`src/rtl/fetch_queue.sv`:
```
// Instruction fetch queue: issues in-order fetches under a credit rule and buffers {pc,instr}.
// Define FETCH_QUEUE_BYPASS_EN to forward a response straight to the deq outputs when the queue is empty.
module fetch_queue #(
  parameter int          DEPTH    = 4,
  parameter logic [31:0] RESET_PC = 32'h0000_0000
) (
  input  logic                     clk_i,
  input  logic                     rst_i,
  output logic                     imem_req_o,
  output logic [31:0]              imem_addr_o,
  input  logic                     imem_gnt_i,
  input  logic                     imem_rvalid_i,
  input  logic [31:0]              imem_rdata_i,
  input  logic                     redirect_i,
  input  logic [31:0]              redirect_pc_i,
  input  logic                     deq_ready_i,
  output logic                     deq_valid_o,
  output logic [31:0]              deq_pc_o,
  output logic [31:0]              deq_instr_o,
  output logic [$clog2(DEPTH):0]   count_o
);

  localparam int PW = $clog2(DEPTH);
  localparam int CW = PW + 1;
  localparam logic [CW-1:0] DEPTH_C = CW'(DEPTH);
  localparam logic [CW:0]   DEPTH_X = (CW+1)'(DEPTH);

  logic [31:0]   fetch_pc_q, fetch_pc_d;
  logic [31:0]   resp_pc_q, resp_pc_d;
  logic [PW-1:0] rd_ptr_q, rd_ptr_d;
  logic [PW-1:0] wr_ptr_q, wr_ptr_d;
  logic [CW-1:0] count_q, count_d;
  logic [CW-1:0] outst_q, outst_d;
  logic [CW-1:0] drop_q, drop_d;

  logic [31:0]   fifo_pc_q    [DEPTH];
  logic [31:0]   fifo_instr_q [DEPTH];

  logic [CW:0]   credit_used;
  logic          grant;
  logic          byp;
  logic          pop;
  logic          rsp_drop;
  logic          rsp_keep;
  logic          enq;

  // Live (non-discarded) in-flight responses plus queued entries must fit in the queue.
  always_comb begin
    credit_used = {1'b0, count_q} + {1'b0, outst_q} - {1'b0, drop_q};
    imem_req_o  = !redirect_i && (outst_q < DEPTH_C) && (credit_used < DEPTH_X);
    grant       = imem_req_o && imem_gnt_i;
`ifdef FETCH_QUEUE_BYPASS_EN
    byp         = (count_q == '0) && (drop_q == '0) && imem_rvalid_i && !redirect_i;
`else
    byp         = 1'b0;
`endif
    deq_valid_o = !redirect_i && ((count_q != '0) || byp);
    deq_pc_o    = byp ? resp_pc_q    : fifo_pc_q[rd_ptr_q];
    deq_instr_o = byp ? imem_rdata_i : fifo_instr_q[rd_ptr_q];
    pop         = deq_valid_o && deq_ready_i && (count_q != '0);
    rsp_drop    = imem_rvalid_i && (drop_q != '0);
    rsp_keep    = imem_rvalid_i && (drop_q == '0) && !redirect_i;
    enq         = rsp_keep && !(byp && deq_ready_i);
  end

  always_comb begin
    fetch_pc_d = fetch_pc_q;
    resp_pc_d  = resp_pc_q;
    rd_ptr_d   = rd_ptr_q;
    wr_ptr_d   = wr_ptr_q;
    count_d    = count_q;
    outst_d    = outst_q;
    drop_d     = drop_q;
    if (redirect_i) begin
      // Everything still in flight belongs to the old path, minus a response landing now.
      fetch_pc_d = redirect_pc_i;
      resp_pc_d  = redirect_pc_i;
      rd_ptr_d   = '0;
      wr_ptr_d   = '0;
      count_d    = '0;
      outst_d    = outst_q - CW'(imem_rvalid_i);
      drop_d     = outst_q - CW'(imem_rvalid_i);
    end else begin
      if (grant)    fetch_pc_d = fetch_pc_q + 32'd4;
      if (rsp_keep) resp_pc_d  = resp_pc_q + 32'd4;
      if (enq)      wr_ptr_d   = wr_ptr_q + PW'(1);
      if (pop)      rd_ptr_d   = rd_ptr_q + PW'(1);
      if (rsp_drop) drop_d     = drop_q - CW'(1);
      count_d = count_q + CW'(enq) - CW'(pop);
      outst_d = outst_q + CW'(grant) - CW'(imem_rvalid_i);
    end
  end

  always_ff @(posedge clk_i or posedge rst_i) begin
    if (rst_i) begin
      fetch_pc_q <= RESET_PC;
      resp_pc_q  <= RESET_PC;
      rd_ptr_q   <= '0;
      wr_ptr_q   <= '0;
      count_q    <= '0;
      outst_q    <= '0;
      drop_q     <= '0;
    end else begin
      fetch_pc_q <= fetch_pc_d;
      resp_pc_q  <= resp_pc_d;
      rd_ptr_q   <= rd_ptr_d;
      wr_ptr_q   <= wr_ptr_d;
      count_q    <= count_d;
      outst_q    <= outst_d;
      drop_q     <= drop_d;
    end
  end

  // Storage is data only; validity is tracked by count and the pointers.
  always_ff @(posedge clk_i) begin
    if (enq) begin
      fifo_pc_q[wr_ptr_q]    <= resp_pc_q;
      fifo_instr_q[wr_ptr_q] <= imem_rdata_i;
    end
  end

  assign imem_addr_o = fetch_pc_q;
  assign count_o     = count_q;

endmodule

```
`config.mk`:
```
export PLATFORM = sky130hd
export DESIGN_NAME = fetch_queue
export DESIGN_NICKNAME = d
export VERILOG_FILES = /design/src/rtl/fetch_queue.sv
export SDC_FILE = /design/constraint.sdc
export NUM_CORES = 1
export LEC_CHECK = 0
export ABC_AREA = 1
export CORE_UTILIZATION = 40
export CTS_BUF_LIST = sky130_fd_sc_hd__clkbuf_4
export DETAILED_ROUTE_END_ITERATION = 7
export PLACE_DENSITY = 0.59
export SETUP_SLACK_MARGIN = 0.05
export SLEW_MARGIN = 20
export SYNTH_ARGS = -nofsm -noshare
export SYNTH_HDL_FRONTEND = slang
export SYNTH_SLANG_ARGS = --single-unit
```
`constraint.sdc`:
```
create_clock -name clk_i -period 5.8 [get_ports clk_i]
set_input_delay 1.16 -clock clk_i [delete_from_list [all_inputs] [get_ports clk_i]]
set_output_delay 1.16 -clock clk_i [all_outputs]
set_load 0.02 [all_outputs]
```
# ---- Word-level counts from Yosys, hierarchy flattened
# Memory sizes are Yosys's and may differ from the RTL's.
# Index checks and enable logic that the tools add are counted.
dict set report totals {
  mem_count 2
  wordCells 54
  latch_bits 0
  reg_bits 77
  inputBits 70
  ram_bits 256
  mem_bits_ro 0
}
# memory words word_bits read_ports rd_clocked_by_memory_dff wr line_no
set mem_list {}
lappend mem_list {fifo_instr_q 4 32 1 0 1 37} ;# logic [31:0] fifo_instr_q [DEPTH];
lappend mem_list {fifo_pc_q 4 32 1 0 1 36} ;# logic [31:0] fifo_pc_q [DEPTH];
dict set report op_classes {
  n_eq_ne 0
  mux 14
  multipliers 0
  add_sub_neg 12
  n_bitwise 0
  n_reduce_logical 17
  div_mod_pow 0
  magnitude_cmp 2
  shift 0
}
# op n
set ops {}
lappend ops {{2-to-1 mux 32 bit} 4}
lappend ops {{adder 32 x 3 -> 32 bit (second input constant)} 2}
lappend ops {{2-to-1 mux 3 bit} 4}
lappend ops {{logical AND 1 bit} 9}
lappend ops {{subtractor 3 x 1 -> 3 bit} 3}
lappend ops {{2-to-1 mux 2 bit} 4}
lappend ops {{nonzero test 2 bit} 4}
lappend ops {{adder 3 x 1 -> 3 bit} 2}
lappend ops {{nonzero test 3 bit} 2}
lappend ops {{adder 2 x 1 -> 2 bit (second input constant)} 2}
lappend ops {{adder 3 x 3 -> 4 bit} 1}
lappend ops {{less-than comparator 4 x 3 -> 1 bit (second input constant)} 1}
lappend ops {{subtractor 4 x 3 -> 4 bit} 1}
lappend ops {{zero test 3 bit} 1}
lappend ops {{less-than comparator 3 bit (second input constant)} 1}
lappend ops {{subtractor 3 x 1 -> 3 bit (second input constant)} 1}
lappend ops {{2-to-1 mux 1 bit} 2}
lappend ops {{zero test 1 bit} 1}

# ---- Logic depth before layout (Yosys ltp)
# Gate-level depths: netlist of the first run.
dict set report depth {
  ltp_word 8
  depth_mapped 16
  depth_no_buf 16
}

# ---- Least setup slack after synthesis of the first run
# Ideal clock, no wire load.
dict set report synth_timing {
  path_type {in2reg}
  start {in imem_rvalid_i}
  end {mem fifo_instr_q[0][0] (enable)}
  t_arrival_ns 4.311
  path_buffers 0
  setup_ns 0.486
  t_required_ns 5.314
  path_stages 4
  setup_slack_ns 1.003
  path_cell_list {nand3_1 > nor2_4 > inv_2 > nor2_1}
}
dict set report synth_via {
  elab_chain_cells 4
}
# element line_no
set synth_lines {}
lappend synth_lines {{from (decl)} 12} ;# input logic imem_rvalid_i,
lappend synth_lines {{logical AND 1 bit (2 in series)} 62} ;# rsp_keep = imem_rvalid_i && (drop_q == '0) && !redirect_i;
lappend synth_lines {{2-to-1 mux 1 bit} 116} ;# if (enq) begin
lappend synth_lines {{2-to-1 mux 1 bit (not written as such)} 118} ;# fifo_instr_q[wr_ptr_q] <= imem_rdata_i;
lappend synth_lines {{to (decl)} 37}
# No other way between the ends.

# ---- Final worst setup path of the first run
dict set report layout_timing {
  start {reg rd_ptr_q[0]}
  end {out deq_instr_o[26]}
}
dict set report layout_via {
  elab_chain_cells 1
}
# element line_no
set layout_lines {}
lappend layout_lines {{from (decl)} 30} ;# logic [PW-1:0] rd_ptr_q, rd_ptr_d;
lappend layout_lines {{from (signal assigned)} 106} ;# rd_ptr_q <= rd_ptr_d;
lappend layout_lines {{memory read (4 x 32 bit)} --}
lappend layout_lines {{to (decl)} 19} ;# output logic [31:0] deq_instr_o,
# No other way between the ends.

==> results of run 1 <==
[how the worst min path moves through the flow]
| stage | to | slack (ps) | cells past startpoint |
|---|---|---|---|
| global route | imem_addr_o[1] | 500 | 2 |
| CTS | imem_addr_o[1] | 480 | 2 |
| global placement | imem_addr_o[0] | 460 | 2 |
| detailed placement | imem_addr_o[1] | 470 | 2 |
| floorplan | fifo_pc_q[0][25] | 470 | 0 |
| finish | imem_addr_o[1] | 470 | 2 |
[registers in the layout, summed over array words and instances, names as in the netlist]
| register | flops |
|---|---|
| fifo_instr_q | 128 |
| drop_q | 3 |
| count_o | 3 |
| resp_pc_q | 32 |
| fifo_pc_q | 128 |
| wr_ptr_q | 2 |
| outst_q | 3 |
| rd_ptr_q | 2 |
| imem_addr_o | 32 |
[cells in the mapped netlist]
| cell | count |
|---|---|
| a21oi_1 | 17 |
| a22oi_1 | 2 |
| a31oi_1 | 2 |
| and2_1 | 1 |
| and3_1 | 1 |
| buf_1 | 3 |
| buf_2 | 18 |
| buf_4 | 4 |
| buf_6 | 3 |
| clkbuf_1 | 33 |
| dfrtp_1 | 77 |
| edfxtp_1 | 256 |
| fa_1 | 4 |
| ha_1 | 17 |
| inv_1 | 82 |
| inv_2 | 5 |
| nand2_1 | 288 |
| nand2_2 | 4 |
| nand2_4 | 1 |
| nand3_1 | 84 |
| nand3_2 | 2 |
| nand3_4 | 2 |
| nand3b_1 | 8 |
| nand4_1 | 7 |
| nor2_1 | 216 |
| nor2_2 | 8 |
| nor2_4 | 6 |
| nor3_1 | 4 |
| o211ai_1 | 5 |
| o21ai_0 | 151 |
| o21bai_1 | 3 |
| o221ai_1 | 1 |
| o22ai_1 | 64 |
| o31ai_1 | 3 |
| or2_2 | 6 |
| xnor2_1 | 5 |
| xor2_1 | 17 |
[placed cells by master, fill, tap and decap left out, types with 10 or more instances in the layout]
cell / n
o22ai_1: 64
clkinv_1: 20
nand3_1: 84
ha_1: 17
o21ai_0: 151
a21oi_1: 17
xor2_1: 17
dfrtp_1: 75
buf_4: 13
clkbuf_4: 132
nor2_4: 10
edfxtp_1: 256
clkdlybuf4s50_1: 169
nand2_1: 288
inv_1: 80
nor2_1: 212
[critical path, stage by stage (launching register included)]
cell and delay (ps):
dfrtp_4 770, clkinv_2 600, buf_12 400, o21ai_0 240
o22ai_1 120, clkdlybuf4s50_1 550
[stage by stage]
stage	worst slack (ps)	cells	cell area (um2)
floorplan	1000	1410	14800
global placement	1850	2001	16900
detailed placement	1810	2001	16900
CTS	1100	2159	18000
global route	863	2160	18000
finish	1180	2160	18000
[per-layer routing]
| metal | wire (um) | track usage | vias to the layer above |
|---|---|---|---|
| li1 | - | - | 5357 |
| met1 | 17000 | 0.269 | 5182 |
| met2 | 16600 | 0.306 | 329 |
| met3 | 2070 | 0.0416 | 58 |
| met4 | 788 | 0.0741 | 0 |
| met5 | 0 | 0 | - |
[final cells by class]
cell class              instances  area share
flip-flops and latches        333       0.534
multi-input cells             929       0.254
repair buffers                184       0.101
clock buffers                 132      0.0550
well taps                     468      0.0325
inverters                      87      0.0183
clock inverters                26     0.00652
diodes                          1    0.000139
[report_power, final]
group / switching (mW) / internal [mW] / total [mW] / leakage, nW
clock: 0.962 / 1.04 / 2.00 / 0.659
combinational: 1.44 / 0.987 / 2.43 / 2.94
sequential: 0.330 / 2.82 / 3.15 / 3.25
[cell families after synthesis]
logic type,share of synthesized area
AOI/OAI and AO/OA,0.0921
xor gates and xnor gates,0.0130
adders and majority gates,0.0198
buffers and inverters,0.0417
DFF,0.651
and+or+nand+nor,0.182
==> flow_summary_export.csv, run 1 <==
group,metric,value,unit
status,status,"complete, no violations",
critical_path,r2r_cells,16,
critical_path,critPathKind,"register to primary output",
routing,first_pass_iters,7,
floorplanning,ioPinCount,171,
routing,drc_errors,0,
logic_synthesis,netlist_area,14800,um2
cells_and_area,regArea,9620,um2
routing,final_antenna_net_count,0,
clock_tree,cts_tree,"built",
logic_synthesis,postSynthAreaPerCell,10.5,um2
sta,tns,0,ps
floorplanning,initial_utilization,0.405,
cells_and_area,multi_input_area,4570,um2
grt,grt_pass1_wl,58000,um
grt,grt_antenna_before_repair,1,
logic_synthesis,synth.net_count,1501,
critical_path,r2r_start,"count_o[1]",
grt,first_global_vias,10900,
logic_synthesis,synth_warnings,0,
clock_tree,cts_setup_buffers,0,
cells_and_area,fillers,3379,
place,port_buffers,170,
power_and_ir_drop,finalPower,7.58,mW
cells_and_area,final_nets,1717,
clock_tree,cts.sinks,333,
sta,slew_viol_final,0,
critical_path,crit_start,"rd_ptr_q[0]",
floorplanning,num_rows,70,
sta,fin_crit_sh,0.796,
logic_synthesis,synth_seq_cells,333,
logic_synthesis,synth_top_cell_by_area,"edfxtp_1",
grt,grt_overflow,0,
sta,period_minus_slack,4620,ps
sta,setup_violations,0,
worst_hold_path,hold_path_startpoint,"imem_addr_o[1]",
sta,clock_skew,69.8,ps
critical_path,r2r-end,"outst_q[2]",
routing,via_per_inst,5.06,
grt,gr-usage-all-layers,0.196,
floorplanning,die_h,194,um
logic_synthesis,ys_seq_area_frac,0.651,
clock_tree,cts_buffers,91,
critical_path,cp-endpoint,"deq_instr_o[26]",
clock_tree,cts_resized,0,
sta,hold_slack,473,ps
logic_synthesis,synthTopCellsByArea,"edfxtp_1 (52%), dfrtp_1 (13%), nand2_1 (7.3%)",
flow_run,maxCapViolCount,0,
critical_path,startpoint_type,"register",
critical_path,critPathRequiredTime,4640,ps
power_and_ir_drop,power.density,421,nW/um2
clock_tree,cts_htree_levels,3,
cells_and_area,area_delta_synth_final,22.1,%
clock_tree,clock_latency,750,ps
critical_path,worst-r2r-setup-slack,2440,ps
floorplanning,core-area,36400,um2
routing,totalWireLength,36500,um
grt,grt_max_degree,92,
worst_hold_path,hold_class,"register to register",
logic_synthesis,synth_cell_types,37,
cells_and_area,drive_above_1_share,0.115,
place,hpwlAfterDp,22500,um
cells_and_area,utilization,0.495,
power_and_ir_drop,leakage,6.85,nW
logic_synthesis,syn_inst,1410,
clock_tree,cts.reportedPaths.clkPinSlew,60,ps
routing,num_vias,10900,
floorplanning,die_x,194,um
critical_path,critPathMaxFanout,91,
clock_tree,ctsHoldBuffers,0,
routing,drt-initial-drc-count,514,
floorplanning,die-area,37700,um2
clock_tree,cts_buffer_depth,3,
clock_tree,root_buffer,"clkbuf_4",
sta,fmax,0.217,GHz
critical_path,cp.arrival,3460,ps
critical_path,end_kind,"primary output",
sta,tightest_slew,992,ps
sta,rsz0062_at_grt,"false",
place,place.gp.congestion,0.836,
power_and_ir_drop,ir_drop,0.188,mV
sta,slew_headroom,0.338,
logic_synthesis,synth_top_area_share,0.520,
sta,finalHoldViolCount,0,
routing,avgRoutedWirePerCell,16.9,um
Power figures use the tool's default switching activity.
==> inputs of run 2 (changes only) <==
--- a/config.mk
+++ b/config.mk
@@ -9,7 +9,7 @@
 export CORE_UTILIZATION = 40
 export CTS_BUF_LIST = sky130_fd_sc_hd__clkbuf_4
 export DETAILED_ROUTE_END_ITERATION = 7
-export PLACE_DENSITY = 0.59
+export PLACE_DENSITY = 0.62
 export SETUP_SLACK_MARGIN = 0.05
 export SLEW_MARGIN = 20
 export SYNTH_ARGS = -nofsm -noshare
==> constraint.sdc (replaced) <==
create_clock -name clk_i -period 4.15 [get_ports clk_i]
set_input_delay 0.83 -clock clk_i [delete_from_list [all_inputs] [get_ports clk_i]]
set_output_delay 0.83 -clock clk_i [all_outputs]
set_load 0.02 [all_outputs]
==> flow_summary_export.csv, run 2 (synthesized netlist as in run 1, its figures left out) <==
group,metric,value,unit
cells_and_area,final_nets,1716,
clock_tree,cts.reportedPaths.clkPinSlew,60,ps
cells_and_area,drive_above_1_share,0.122,
critical_path,startpoint_type,"register",
place,dp_slack,729,ps
sta,finalHoldViolCount,0,
sta,fmax,0.261,GHz
routing,via_per_inst,5.08,
grt,grt_pass1_wl,57900,um
power_and_ir_drop,ir_drop,0.286,mV
critical_path,critPathKind,"register to primary output",
critical_path,cp.arrival,3010,ps
routing,drc_errors,0,
place,dpl-instance-area,17000,um2
cells_and_area,final_cell_mix,"nand2_1 (288), edfxtp_1 (256), nor2_1 (212)",
worst_hold_path,hold_class,"register to register",
clock_tree,cts_setup_buffers,0,
sta,rsz0062_at_grt,"false",
critical_path,critPathRequiredTime,3320,ps
clock_tree,cts_tree,"built",
clock_tree,root_buffer,"clkbuf_4",
floorplanning,die-area,37700,um2
place,hpwlAfterDp,22200,um
cells_and_area,layout.cells.non_filler,2159,
grt,grt_max_degree,105,
clock_tree,cts.sinks,333,
clock_tree,cts_buffers,88,
floorplanning,die_x,194,um
flow_run,maxCapViolCount,0,
grt,grt_antenna_before_repair,1,
routing,num_vias,11000,
floorplanning,ioPinCount,171,
cells_and_area,fillers,3342,
power_and_ir_drop,power.density,599,nW/um2
critical_path,end_kind,"primary output",
clock_tree,cts_buffer_depth,3,
cells_and_area,fin_area,18200,um2
sta,clock_skew,62.4,ps
routing,final_antenna_net_count,0,
power_and_ir_drop,finalPower,10.9,mW
routing,first_pass_iters,5,
critical_path,critPathMaxFanout,104,
sta,fin_crit_sh,0.924,
routing,totalWireLength,36600,um
sta,setup_violations,0,
place,port_buffers,170,
floorplanning,num_rows,70,
routing,drt-initial-drc-count,568,
clock_tree,cts_resized,0,
clock_tree,ctsHoldBuffers,0,
floorplanning,die_h,194,um
clock_tree,clock_latency,730,ps
status,status,"complete, no violations",
power_and_ir_drop,leakage,6.96,nW
floorplanning,core-area,36400,um2
cells_and_area,area_delta_synth_final,23.4,%
floorplanning,initial_utilization,0.405,
sta,setup_slack,314,ps
cells_and_area,final_common_cell,"nand2_1",
grt,gr-usage-all-layers,0.196,
grt,grt_overflow,0,
sta,tightest_slew,743,ps
sta,slew_viol_final,0,
sta,period_minus_slack,3840,ps
routing,avgRoutedWirePerCell,16.9,um
place,place.gp.congestion,0.866,
place,dp_cells,2003,
grt,first_global_vias,10700,
clock_tree,cts_htree_levels,3,
cells_and_area,top_regs,"fifo_instr_q: 128 flops, fifo_pc_q: 128 flops",
sta,slew_headroom,0.505,
[run 2: changes by cell type in the layout (fill, tap and decap cells not counted), moves of 3 or more]
cell / delta
buf_12: +6
buf_4: -4
bufinv_16: +4
clkbuf_4: +7
clkinv_1: -12
clkinv_4: -3
[run 2: critical path: stages, from the launching register on]
cell and delay [ps]:
dfrtp_4 680, clkinv_2 140, buf_12 350, o21ai_0 140
o22ai_1 270, clkdlybuf4s50_1 660
[run 2: cell type report]
cell class / count / area [um2] / share of cell area
Timing Repair Buffer: 186 / 1910 / 0.105
Multi-Input combinational cell: 929 / 4570 / 0.251
Tap cell: 468 / 586 / 0.0321
Clock buffer: 139 / 1040 / 0.0573
Sequential cell: 333 / 9620 / 0.528
Clock inverter: 15 / 164 / 0.00899
Antenna cell: 2 / 5.00 / 0.000275
Inverter: 87 / 329 / 0.0181
[run 2: per-layer routing]
metal  GRT usage  part of all wire  vias up
met1       0.270              0.46     5245
met5           0                 0        -
li1            -                 -     5355
met2       0.307              0.46      314
met4      0.0629             0.017        0
met3      0.0451             0.062       47
[run 2: where the power goes]
| part | switching [mW] | internal, mW | total [mW] |
|---|---|---|---|
| registers | 0.458 | 3.94 | 4.40 |
| logic | 2.06 | 1.40 | 3.46 |
| clock network | 1.31 | 1.75 | 3.06 |
| total | 3.82 | 7.10 | 10.9 |
[run 2: worst paths after layout]
check                                  end           start  slack [ps]  cells after the start
max reg2reg                     outst_q[2]      count_o[1]         740                     16
max                           deq_pc_o[19]     rd_ptr_q[0]         310                      5
min                         imem_addr_o[1]  imem_addr_o[1]         470                      2
max in group asynchronous  imem_addr_o[30]           rst_i        2910                      3
min in group asynchronous    resp_pc_q[19]           rst_i         510                      2
min reg2reg                 imem_addr_o[1]  imem_addr_o[1]         470                      2
[run 2: metrics by stage]
stage,hold WS (ps),util,setup TNS (ps)
floorplan,471,-,-81080
global placement,463,0.467,0
detailed placement,462,0.467,0
CTS,472,0.500,0
global route,505,0.500,0
finish,472,0.500,0
